==> config.mk <==
export PLATFORM = sky130hd
export DESIGN_NAME = seg_scan_flat
export DESIGN_NICKNAME = d
export VERILOG_FILES = /design/src/rtl/seg_pkg.sv /design/src/rtl/seg_scan_if.sv /design/src/rtl/scan_tick_gen.sv /design/src/rtl/seg_scan.sv /design/src/flat_wrapper.sv
export SDC_FILE = /design/constraint.sdc
export NUM_CORES = 1
export LEC_CHECK = 0
export BUFFER_PORTS_ARGS = -buffer_cell sky130_fd_sc_hd__buf_4
export CAP_MARGIN = 25
export CORE_ASPECT_RATIO = 0.7
export CORE_MARGIN = 3
export CORE_UTILIZATION = 50
export CTS_CLUSTER_DIAMETER = 40
export DETAILED_ROUTE_END_ITERATION = 8
export PLACE_DENSITY = 0.8
export SYNTH_ARGS = -nofsm -noshare
export SYNTH_HDL_FRONTEND = slang
export SYNTH_SLANG_ARGS = --single-unit
==> constraint.sdc <==
create_clock -name clk -period 1.75 [get_ports clk]
set_input_delay 0.175 -clock clk [delete_from_list [all_inputs] [get_ports clk]]
set_output_delay 0.175 -clock clk [all_outputs]
set_load 0.01 [all_outputs]
==> src/rtl/seg_pkg.sv <==
// Shared constants for the multiplexed seven-segment scanner and the blocks
// that build frames for it.
package seg_pkg;
   localparam int NUM_DIGITS = 8;
   localparam int SEG_W      = 8;
   localparam int IDX_W      = 3;
   localparam logic [NUM_DIGITS-1:0] AN_OFF = 8'hFF;

   localparam int              DIV_DEF     = 100000;
   localparam int              BLANK_DEF   = 16;
   localparam logic [SEG_W-1:0] SEG_OFF_DEF = 8'h00;

   // Active-low one-hot select for digit i.
   function automatic logic [NUM_DIGITS-1:0] digit_sel(input logic [IDX_W-1:0] i);
      return ~(NUM_DIGITS'(1) << i);
   endfunction
endpackage

==> src/rtl/seg_scan_if.sv <==
// Frame input and display drive of the segment scanner, plus scan-position
// debug taps.
interface seg_scan_if;
   import seg_pkg::*;

   // No valid/ready: seg_in/en_in are level inputs sampled once per frame at
   // the frame end; frame_tick pulses the cycle after that sample is taken.
   logic [NUM_DIGITS*SEG_W-1:0] seg_in;
   logic [NUM_DIGITS-1:0]       en_in;
   logic [SEG_W-1:0]            seg_out;
   logic [NUM_DIGITS-1:0]       an;
   logic                        frame_tick;
   logic [IDX_W-1:0]            dbg_idx;
   logic                        dbg_lit;

   modport master (
      output seg_in, en_in,
      input  seg_out, an, frame_tick, dbg_idx, dbg_lit
   );

   modport slave (
      input  seg_in, en_in,
      output seg_out, an, frame_tick, dbg_idx, dbg_lit
   );
endinterface

==> src/rtl/scan_tick_gen.sv <==
// Slot timing for the scanner: cycle-in-slot counter and digit index, with
// the lit window and frame-end strobe derived from them.
module scan_tick_gen
   import seg_pkg::*;
#(
   parameter int DIV   = DIV_DEF,
   parameter int BLANK = BLANK_DEF
) (
   input  logic             clk,
   input  logic             rst_n,
   output logic             slot_lit_o,
   output logic [IDX_W-1:0] idx_o,
   output logic             frame_end_o
);
   localparam int CW = $clog2(DIV);

   logic [CW-1:0]    cnt_q, cnt_d;
   logic [IDX_W-1:0] idx_q, idx_d;
   logic             wrap;

   assign wrap = (cnt_q == CW'(DIV - 1));

   always_comb begin
      cnt_d = cnt_q + CW'(1);
      idx_d = idx_q;
      if (wrap) begin
         cnt_d = '0;
         idx_d = idx_q + IDX_W'(1);
      end
   end

   always_ff @(posedge clk or negedge rst_n) begin
      if (!rst_n) begin
         cnt_q <= '0;
         idx_q <= '0;
      end else begin
         cnt_q <= cnt_d;
         idx_q <= idx_d;
      end
   end

   // Signed compare keeps BLANK=0 from degenerating into an unsigned >= 0.
   assign slot_lit_o  = (int'(cnt_q) >= BLANK);
   assign idx_o       = idx_q;
   assign frame_end_o = wrap && (idx_q == IDX_W'(NUM_DIGITS - 1));
endmodule

==> src/rtl/seg_scan.sv <==
// Eight-digit multiplexed display driver: latches a frame at each frame end
// and scans it out one digit per slot with a leading blank window.
module seg_scan
   import seg_pkg::*;
#(
   parameter int               DIV     = DIV_DEF,
   parameter int               BLANK   = BLANK_DEF,
   parameter logic [SEG_W-1:0] SEG_OFF = SEG_OFF_DEF
) (
   input  logic       clk,
   input  logic       rst_n,
   seg_scan_if.slave  bus
);
   logic             slot_lit;
   logic [IDX_W-1:0] idx;
   logic             frame_end;

   logic [SEG_W-1:0]      shadow_seg_q [NUM_DIGITS];
   logic [SEG_W-1:0]      shadow_seg_d [NUM_DIGITS];
   logic [NUM_DIGITS-1:0] shadow_en_q, shadow_en_d;
   logic [NUM_DIGITS-1:0] an_q, an_d;
   logic [SEG_W-1:0]      seg_q, seg_d;
   logic                  tick_q, tick_d;

   scan_tick_gen #(
      .DIV   (DIV),
      .BLANK (BLANK)
   ) u_tick (
      .clk         (clk),
      .rst_n       (rst_n),
      .slot_lit_o  (slot_lit),
      .idx_o       (idx),
      .frame_end_o (frame_end)
   );

   // Outputs are computed from the pre-load shadow, so slot 0 of the next
   // frame is the first to see a freshly latched frame.
   always_comb begin
      shadow_seg_d = shadow_seg_q;
      shadow_en_d  = shadow_en_q;
      if (frame_end) begin
         for (int j = 0; j < NUM_DIGITS; j++) begin
            shadow_seg_d[j] = bus.seg_in[SEG_W*j +: SEG_W];
         end
         shadow_en_d = bus.en_in;
      end
   end

   always_comb begin
      an_d   = AN_OFF;
      seg_d  = SEG_OFF;
      tick_d = frame_end;
      if (shadow_en_q[idx] && slot_lit) begin
         an_d  = digit_sel(idx);
         seg_d = shadow_seg_q[idx];
      end
   end

   always_ff @(posedge clk or negedge rst_n) begin
      if (!rst_n) begin
         for (int j = 0; j < NUM_DIGITS; j++) begin
            shadow_seg_q[j] <= SEG_OFF;
         end
         shadow_en_q <= '0;
         an_q        <= AN_OFF;
         seg_q       <= SEG_OFF;
         tick_q      <= 1'b0;
      end else begin
         shadow_seg_q <= shadow_seg_d;
         shadow_en_q  <= shadow_en_d;
         an_q         <= an_d;
         seg_q        <= seg_d;
         tick_q       <= tick_d;
      end
   end

   assign bus.an         = an_q;
   assign bus.seg_out    = seg_q;
   assign bus.frame_tick = tick_q;
   assign bus.dbg_idx    = idx;
   assign bus.dbg_lit    = slot_lit;
endmodule

==> src/flat_wrapper.sv <==
// flat-port wrapper written by rule: the top's interface ports become plain ports
module seg_scan_flat import seg_pkg::*;
#(
   parameter int               DIV     = DIV_DEF,
   parameter int               BLANK   = BLANK_DEF,
   parameter logic [SEG_W-1:0] SEG_OFF = SEG_OFF_DEF
)
  (clk, rst_n, bus_seg_in, bus_en_in, bus_seg_out, bus_an, bus_frame_tick, bus_dbg_idx, bus_dbg_lit);
  seg_scan_if bus_i ();
  input  logic clk;
  input  logic rst_n;
  input wire logic [$bits(bus_i.seg_in)-1:0] bus_seg_in;
  input wire logic [$bits(bus_i.en_in)-1:0] bus_en_in;
  output wire logic [$bits(bus_i.seg_out)-1:0] bus_seg_out;
  output wire logic [$bits(bus_i.an)-1:0] bus_an;
  output wire logic [$bits(bus_i.frame_tick)-1:0] bus_frame_tick;
  output wire logic [$bits(bus_i.dbg_idx)-1:0] bus_dbg_idx;
  output wire logic [$bits(bus_i.dbg_lit)-1:0] bus_dbg_lit;
  assign bus_i.seg_in = bus_seg_in;
  assign bus_i.en_in = bus_en_in;
  assign bus_seg_out = bus_i.seg_out;
  assign bus_an = bus_i.an;
  assign bus_frame_tick = bus_i.frame_tick;
  assign bus_dbg_idx = bus_i.dbg_idx;
  assign bus_dbg_lit = bus_i.dbg_lit;
  seg_scan #(.DIV(DIV), .BLANK(BLANK), .SEG_OFF(SEG_OFF)) u_core (.clk(clk), .rst_n(rst_n), .bus(bus_i));
endmodule
**Word level (Yosys, flattened, before mapping)**

Index checks and enable logic that the tools add are counted.

- Add/sub/neg operators: 2
- Equality and inequality tests: 2
- Shift-type cells: 1
- Reductions and logical operators: 2
- Bitwise logic cells: 2
- Order comparisons: 3
- Mux-type cells: 8

Operators by type and width:

| cell | number |
|---|---|
| $mux W8 | 4 |
| $bmux W8 S3 | 1 |
| $add A17 B1 Y17 const B | 1 |
| $eq A17 B17 Y1 const B | 1 |
| $ge A17 B5 Y1 const B | 1 |
| $mux W17 | 1 |
| $not A8 Y8 | 1 |
| $shl A1 B3 Y8 const A | 1 |
| $ge A4 B4 Y1 const B | 1 |
| $lt A3 B4 Y1 const B | 1 |
| $not A3 Y4 | 1 |
| $add A3 B1 Y3 const B | 1 |
| $bmux W1 S3 | 1 |
| $eq A3 B3 Y1 const B | 1 |
| $logic_and A1 B1 Y1 | 2 |
| $mux W1 | 1 |

- Output and inout port bits: 21
- Input port bits: 74
- Word-level logic and storage cells: 34
- Register bits after elaboration: 109

**Depth between registers and ports, before layout**

Gate-level depths: netlist (run 1).

- Depth in word-level cells: 5
- Mapped depth: 7

**Modules after synthesis**

A second synthesis (run 1) with hierarchy kept.

- Cells, all modules: 324
- Area total of the unflattened synthesis: 4,779.6 um2

Modules (own cells, without submodules):

| module | times used | area an instance (um2) | cells each | sequential area each (um2) |
|---|---|---|---|---|
| seg_scan | 1 | 3,789.9 | 232 | 2,237.1 |
| scan_tick_gen | 1 | 989.7 | 92 | 500.5 |

**Worst setup path before layout (run 1)**

Ideal clock, no wire load.

- Kind: reg2reg
- From: reg u_core.u_tick.cnt_q[0]
- To: reg u_core.shadow_en_q[0]
- Arrival time: 1.784 ns
- Path slack: -0.159 ns
- Period minus slack after synthesis: 1.909 ns
- Setup time: 0.125 ns
- Cell stages (with the launch flop): 8
- Cells stage by stage: dfrtp_1 ha_1 nand2_1 nor4_2 and4_4 buf_12 buf_12 mux2_4

- Longest elaborated chain between the ends: 2

Ends and longest elaborated chain:

| element | RTL line | text |
|---|---|---|
| start: declaration | scan_tick_gen.sv:17 | `logic [CW-1:0] cnt_q, cnt_d;` |
| start signal: assignment | scan_tick_gen.sv:37 | `cnt_q <= cnt_d;` |
| $eq A17 B17 Y1 | scan_tick_gen.sv:21 | `assign wrap = (cnt_q == CW'(DIV - 1));` |
| $logic_and A1 B1 Y1 | scan_tick_gen.sv:45 | `assign frame_end_o = wrap && (idx_q == IDX_W'(NUM_DIGITS - 1));` |
| end signal: assignment | seg_scan.sv:70 | `shadow_en_q <= shadow_en_d;` |
| end: declaration | seg_scan.sv:20 | `logic [NUM_DIGITS-1:0] shadow_en_q, shadow_en_d;` |

Every way passes these cells.
A chain may end at the register's enable or synchronous reset.

**Final worst setup path (run 1)**

- From: reg u_core.u_tick.cnt_q[14]
- To: reg u_core.shadow_seg_q[17] (netlist bit)

- Longest elaborated chain between the ends: 2

Ends and longest elaborated chain:

| element | RTL line | text |
|---|---|---|
| $eq A17 B17 Y1 | scan_tick_gen.sv:21 |  |
| $logic_and A1 B1 Y1 | scan_tick_gen.sv:45 |  |
| end signal: assignment | seg_scan.sv:69 | `shadow_seg_q <= shadow_seg_d;` |
| end: declaration | seg_scan.sv:18 | `logic [SEG_W-1:0] shadow_seg_q [NUM_DIGITS];` |

Every way passes these cells.

==> out/qor.yml, run 1 <==
logic_synthesis:
  synth-edff-count: 0
  syn-num-nets: 419
  yosys-top-cells-area: "dfrtp_1 49%, mux2_4 20%, dfstp_2 4.1%"
  synth.largest_area_cell: "dfrtp_1"
  yosys-mux-area-fraction_pct: 29.0
  syn-instance-count: 337
  synth_top_area_share_pct: 49.0
  ys_warn_count: 0
  synthFlopType: "dfrtp_1"
  ys_ff_latch: 109
  yosysUniqueCellTypes: 33
  synth_area_um2: 5160
  synth_compound_area_share_pct: 1.89
  synthAdderAreaFrac_pct: 1.94
  seq_area_frac_synth_pct: 53.0
  synthSimpleGateAreaFrac_pct: 7.05
  synthArstFlopShare_pct: 100
  synth_top_family_by_area: "multiplexers"
  avgSynthCellArea_um2: 15.3
  synthXorXnorAreaFrac_pct: 2.72
critical_path:
  crit_start: "u_core.u_tick.cnt_q[14]"
  rr_startpoint: "u_core.u_tick.cnt_q[14]"
  crit_fanout: 11
  crit_chain: "nor4_2 > and2_1 > and4_4 > buf_12 > buf_12 > mux2_1"
  cp_top_family: "simple AND/OR/NAND/NOR gates"
  reg2reg_slack_ps: -140
  cpPeakStageDelay_ps: 400
  reg2reg_to: "u_core.shadow_seg_q[17]"
  worst_ep_arrival_time_ps: 2130
  endpoint_kind: "flop"
  start_kind: "flop"
  reg2regPathDepth: 6
  cp_slowest_cell: "dfrtp_1"
  path_class: "reg -> reg"
  required_ps: 1990
  cp_num_buf_inv: 2
  cp_common_cell: "buf_12"
die:
  coreArea_um2: 9870
  die-area_um2: 11600
  dieWidth_um: 127
  rows: 30
  start_util_pct: 52.3
  io_pins: 95
  die_h_um: 91.0
layout:
  num-fill-cells: 663
  syn_to_final_growth_pct: 32.1
  layoutNonFillerInstCount: 615
  diodes: 0
  mostFrequentLayoutCells: "132 x buf_4, 99 x dfrtp_1, 71 x mux2_4"
  fin_nets: 564
  drive_above_1_share_pct: 57.7
  layout_commonest_cell: "buf_4"
timing:
  maxSlewHeadroom_pct: 64.3
  worstMarginPinSlew_ps: 533
  fmax_mhz: 529
  fin_setup_tns_ps: -8600
  min_period_over_period_pct: 108
  drv_slew: 0
  worst_slack_ps: -140
  period_needed_ps: 1890
  rsz0062_at_grt: "true"
  finalHoldViolCount: 0
  finalClockSkew_ps: 7.58
  setup_violations: 72
global_route:
  met1_usage_pct: 30.5
  grt_pass1_vias: 3515
  grt_first_pass_wirelength_um: 18900
  grt.overflow.total: 0
  grt_antenna_before_repair: 0
  busiest_layer: "met2"
  grt.total_usage_pct: 21.1
  grt_max_degree: 41
  met2_usage_pct: 32.4
  use_met3_pct: 5.00
worst_hold_path:
  hold_depth: 2
  hp-class: "in -> reg"
  hold_end: "u_core.shadow_seg_q[17]"
  hp-start: "bus_seg_in[41]"
placed_design:
  port_buffers: 94
  place_inst: 586
  hpwl_um: 8270
  gp_congestion: 0.846
clock_network:
  cts_buffer_depth: 2
  cts_htree_levels: 3
  cts_sinks: 109
  path_clk_slew_ps: 70
  cts-root-buf: "clkbuf_16"
  cts_tree: "built"
  cts-buffers-inserted: 9
  insertion_delay_ps: 350
route:
  drc: 0
  postRouteAntennaNets: 0
  wl_um: 12200
  drt_iter0_drc: 201
  vias_per_cell: 5.46
  wl_per_cell_um: 19.8
  via_count: 3358
  dr.pass1.iters: 6
power_and_ir_drop:
  p_comb_share_pct: 4.0
  p_leak_nw: 3.29
  p_total_mw: 4.91
  switching_share_pct: 20.0
  p_clk_share_pct: 44.7
  switchingPower_mw: 0.984
  p_per_area_nw_per_um2: 720
  power_frac_seq_pct: 51.3
  p_int_mw: 3.92
  ir_drop_uv: 652
outcome:
  violations: "setup timing"
  status: "finished, violations left"
run:
  cap_violations: 0
==> layer usage <==
layer / wire [µm] / part of all wire, %
met1: 5530 / 45
met2: 5890 / 48
met3: 670 / 5.5
met4: 103 / 0.84
met5: 0 / 0
==> sequential cells by signal, indices dropped and copies added, names as in the netlist <==
signal / flops
u_core.shadow_en_q: 8
u_core.u_tick.cnt_q: 17
u_core.bus.frame_tick: 1
u_core.u_tick.idx_o: 3
u_core.bus.an: 8
u_core.shadow_seg_q: 64
u_core.bus.seg_out: 8
==> stage by stage <==
step	area, µm²	hold WS [ps]	util, %	setup slack, ps
4_1_cts	6700	32.7	67.9	-126
2_1_floorplan	5180	-121	-	-58.0
5_1_grt	6820	29.3	69.1	-219
6_report	6820	39.6	69.1	-140
3_3_place_gp	6230	160	63.1	-74.9
3_5_place_dp	6230	165	63.1	-166
==> layout make-up <==
cell class | count | area (µm²) | share of cell area [%]
inverters | 7 | 26.3 | 0.385
clock inverters | 6 | 86.3 | 1.27
repair buffers | 149 | 1310 | 19.3
clock buffers | 10 | 239 | 3.51
well taps | 128 | 160 | 2.35
flip-flops and latches | 109 | 2740 | 40.2
multi-input cells | 206 | 2250 | 33.0
==> timing repair <==
action	4_1_cts	5_1_grt
pin swaps	2	5
setup endpoints to repair	84	85
hold buffers	1	0
endpoints found under the hold margin	25	0
resized for setup	11	6
gates cloned	2	5
buffers inserted	5	2
==> worst max path at each step <==
| stage | end | slack (ps) | cells past startpoint |
|---|---|---|---|
| global route | u_core.shadow_seg_q[17] | -220 | 6 |
| global placement | u_core.shadow_seg_q[18] | -70 | 6 |
| detailed placement | u_core.shadow_seg_q[18] | -170 | 6 |
| CTS | u_core.shadow_seg_q[32] | -130 | 5 |
| finish | u_core.shadow_seg_q[17] | -140 | 6 |
| floorplan | u_core.shadow_en_q[0] | -60 | 6 |
==> synth_stat cells (3+ instances only) <==
cell,count
nand3_1,13
mux2_2,17
dfstp_2,8
and3_1,3
nand4_1,6
nor2_1,21
buf_12,8
ha_1,8
nor3_1,5
dfrtp_1,101
mux4_2,9
xor2_1,5
xnor2_1,11
mux2_4,70
nand2_1,7
inv_1,7
a222oi_1,8
buf_2,3
mux2i_1,3
nor4_1,7
==> logic make-up (layout without fill, tap and decap cells) <==
| family | after synthesis | after routing |
|---|---|---|
| compound gates | 11 | 11 |
| xor+xnor | 16 | 16 |
| fa+ha+maj | 8 | 8 |
| buf+inv | 22 | 172 |
| flops | 109 | 109 |
| mux | 101 | 101 |
| simple gates | 70 | 70 |
==> worst register-to-register path: cells and delay by family, from the launching register on <==
| kind | cells | cell delay [ps] |
|---|---|---|
| simple gates | 3 | 720 |
| mux | 1 | 320 |
| flops | 1 | 400 |
| buf+inv | 2 | 330 |
==> power by group through the flow <==
stage,sequential (mW),combinational [mW],clock [mW]
2_1_floorplan,2.57,0.00382,0
3_3_place_gp,2.57,0.193,0
3_5_place_dp,2.57,0.198,0
4_1_cts,2.52,0.200,2.24
5_1_grt,2.52,0.215,2.34
6_report,2.52,0.195,2.19
Note: power is estimated with default switching activity, not from simulation.
==> inputs of run 2 (changes only) <==
- ABC_AREA: default -> 1
- CORE_UTILIZATION: 50 -> 51
- PLACE_DENSITY: 0.8 -> 0.81
- TNS_END_PERCENT: default -> 100
==> out/qor.yml, run 2 <==
outcome:
  status: "complete, no violations"
die:
  io_pins: 95
  dieWidth_um: 129
  die-area_um2: 11800
  rows: 30
  start_util_pct: 53.9
  coreArea_um2: 9980
  die_h_um: 91.9
placed_design:
  port_buffers: 94
  gp_congestion: 0.892
  hpwl_um: 10600
  place_area_um2: 6400
  post-place-ws_ps: -18.9
  place_inst: 901
critical_path:
  path_class: "reg -> out"
  crit_fanout: 4
  endpoint_kind: "output port"
  worst_ep_arrival_time_ps: 1500
  start_kind: "flop"
  required_ps: 1570
global_route:
  grt.total_usage_pct: 26.7
  grt.overflow.total: 0
  grt_pass1_vias: 4872
  grt_first_pass_wirelength_um: 24800
  grt_max_degree: 43
  grt_antenna_before_repair: 0
timing:
  worstMarginPinSlew_ps: 499
  setup_violations: 0
  finalClockSkew_ps: 8.46
  timing.hold.ws_ps: 71.3
  fmax_mhz: 596
  period_needed_ps: 1680
  rsz0062_at_grt: "true"
  fin_setup_tns_ps: 0
  maxSlewHeadroom_pct: 66.5
  drv_slew: 0
  worst_slack_ps: 71.2
  min_period_over_period_pct: 95.9
  finalHoldViolCount: 0
power_and_ir_drop:
  power_frac_seq_pct: 52.6
  p_comb_share_pct: 4.1
  ir_drop_uv: 544
  switching_share_pct: 20.9
  p_leak_nw: 3.44
  p_clk_share_pct: 43.3
  switchingPower_mw: 1.00
  p_per_area_nw_per_um2: 707
  p_int_mw: 3.79
clock_network:
  path_clk_slew_ps: 70
  cts_sinks: 109
  cts-root-buf: "clkbuf_16"
  cts_htree_levels: 3
  cts_buffer_depth: 2
  insertion_delay_ps: 350
  cts-buffers-inserted: 9
  cts_tree: "built"
logic_synthesis:
  synth_area_um2: 5380
  synth.largest_area_cell: "dfrtp_1"
  syn-instance-count: 694
  ys_warn_count: 0
  yosysUniqueCellTypes: 24
  seq_area_frac_synth_pct: 50.9
  synth_most_common_cell: "nand2_1"
  synth-edff-count: 0
  synthFlopType: "dfrtp_1"
  synthTopCellsByCount: "297 x nand2_1, 101 x dfrtp_1, 73 x nand4_1"
  synth_top_area_share_pct: 47.0
  synthArstFlopShare_pct: 100
  yosys-top-cells-area: "dfrtp_1 47%, nand2_1 21%, nand4_1 8.5%"
  ys_ff_latch: 109
  avgSynthCellArea_um2: 7.75
  syn-num-nets: 776
route:
  drc: 0
  wl_um: 15400
  wl_per_cell_um: 16.7
  vias_per_cell: 5.69
  drt_iter0_drc: 764
  dr.pass1.iters: 6
  postRouteAntennaNets: 0
  via_count: 5238
layout:
  fin_area_um2: 6780
  largest_reg_flops: 64
  layout_commonest_cell: "nand2_1"
  fin_nets: 869
  mostFrequentLayoutCells: "296 x nand2_1, 113 x buf_4, 99 x dfrtp_1"
  num-fill-cells: 791
  regMostFlops: "u_core.shadow_seg_q"
  layoutNonFillerInstCount: 920
  multi_input_area_um2: 2380
  ff_latch_area_um2: 2740
  drive_above_1_share_pct: 20.3
  top_regs: "u_core.shadow_seg_q: 64 flops, u_core.u_tick.cnt_q: 17 flops"
  diodes: 0
  syn_to_final_growth_pct: 26.0
run:
  cap_violations: 0
worst_hold_path:
  hp-class: "in -> reg"
[run 2: changes by cell type after synthesis, sizes merged, moves of 11 or more]
cell	before	now
nand2	9	298
buf	14	25
nor2	21	50
mux2	89	0
clkbuf	1	18
nand4	6	74
xnor2	11	0
nand3	13	60
inv	7	30
[run 2: path summary, 6_finish.rpt]
| kind | from | to | slack [ps] | cells past startpoint |
|---|---|---|---|---|
| max | u_core.u_tick.cnt_q[11] | bus_dbg_lit | 70 | 5 |
| min | bus_en_in[7] | u_core.shadow_en_q[7] | 70 | 3 |
| max reg2reg | u_core.u_tick.idx_o[1] | u_core.shadow_en_q[4] | 70 | 6 |
| min reg2reg | u_core.shadow_seg_q[14] | u_core.shadow_seg_q[14] | 470 | 2 |
| max in group asynchronous | rst_n | u_core.shadow_seg_q[55] | 900 | 3 |
| min in group asynchronous | rst_n | u_core.shadow_en_q[3] | 220 | 2 |
[run 2: repair_timing]
action	CTS	global route
endpoints found under the hold margin	71	0
pin swaps	1	1
gates resized for setup	1	10
hold buffers	1	0
endpoints found under the setup margin	4	60
setup buffers	0	1
gates cloned	1	0
[run 2: cell type report]
cell class / instances / area share [%]
clock buffers: 11 / 3.58
flip-flops and latches: 109 / 40.4
inverters: 32 / 1.77
multi-input cells: 510 / 35.1
well taps: 128 / 2.36
repair buffers: 125 / 15.9
clock inverters: 5 / 0.849
[run 2: routing by layer]
layer  global-route usage (%)  share of wire, %  up-vias
met5                        0                 0        -
met3                     6.87                10       43
met1                     39.2                43     2473
met4                     9.27               2.6        0
met2                     38.3                44      288
li1                         -                 -     2434
[run 2: power by group through the flow]
stage / clock (mW) / sequential (mW) / combinational [mW]
3_3_place_gp: 0 / 2.57 / 0.195
4_1_cts: 2.09 / 2.52 / 0.200
6_report: 2.08 / 2.52 / 0.196
3_5_place_dp: 0 / 2.57 / 0.198
5_1_grt: 2.20 / 2.52 / 0.215
[run 2: stage by stage]
| step | power [mW] | utilization (%) |
|---|---|---|
| finish | 4.79 | 67.9 |
| global route | 4.94 | 67.9 |
| CTS | 4.81 | 67.6 |
| detailed placement | 2.76 | 64.1 |
| global placement | 2.76 | 64.1 |
| floorplan | 2.57 | - |
[run 2: logic make-up after synthesis]
logic type | after synthesis | synth area share (%)
compound gates | 3 | 0.325
xor+xnor | 10 | 1.63
fa+ha+maj | 8 | 1.86
buf+inv | 75 | 5.84
flops | 109 | 50.9
simple gates | 489 | 39.5
[run 2: critical path, stage by stage, from the launching register on]
cell     delay, ps
dfrtp_1        420
inv_1          150
nand2_1        120
nor2_1         120
nand2_1        150
buf_4          190
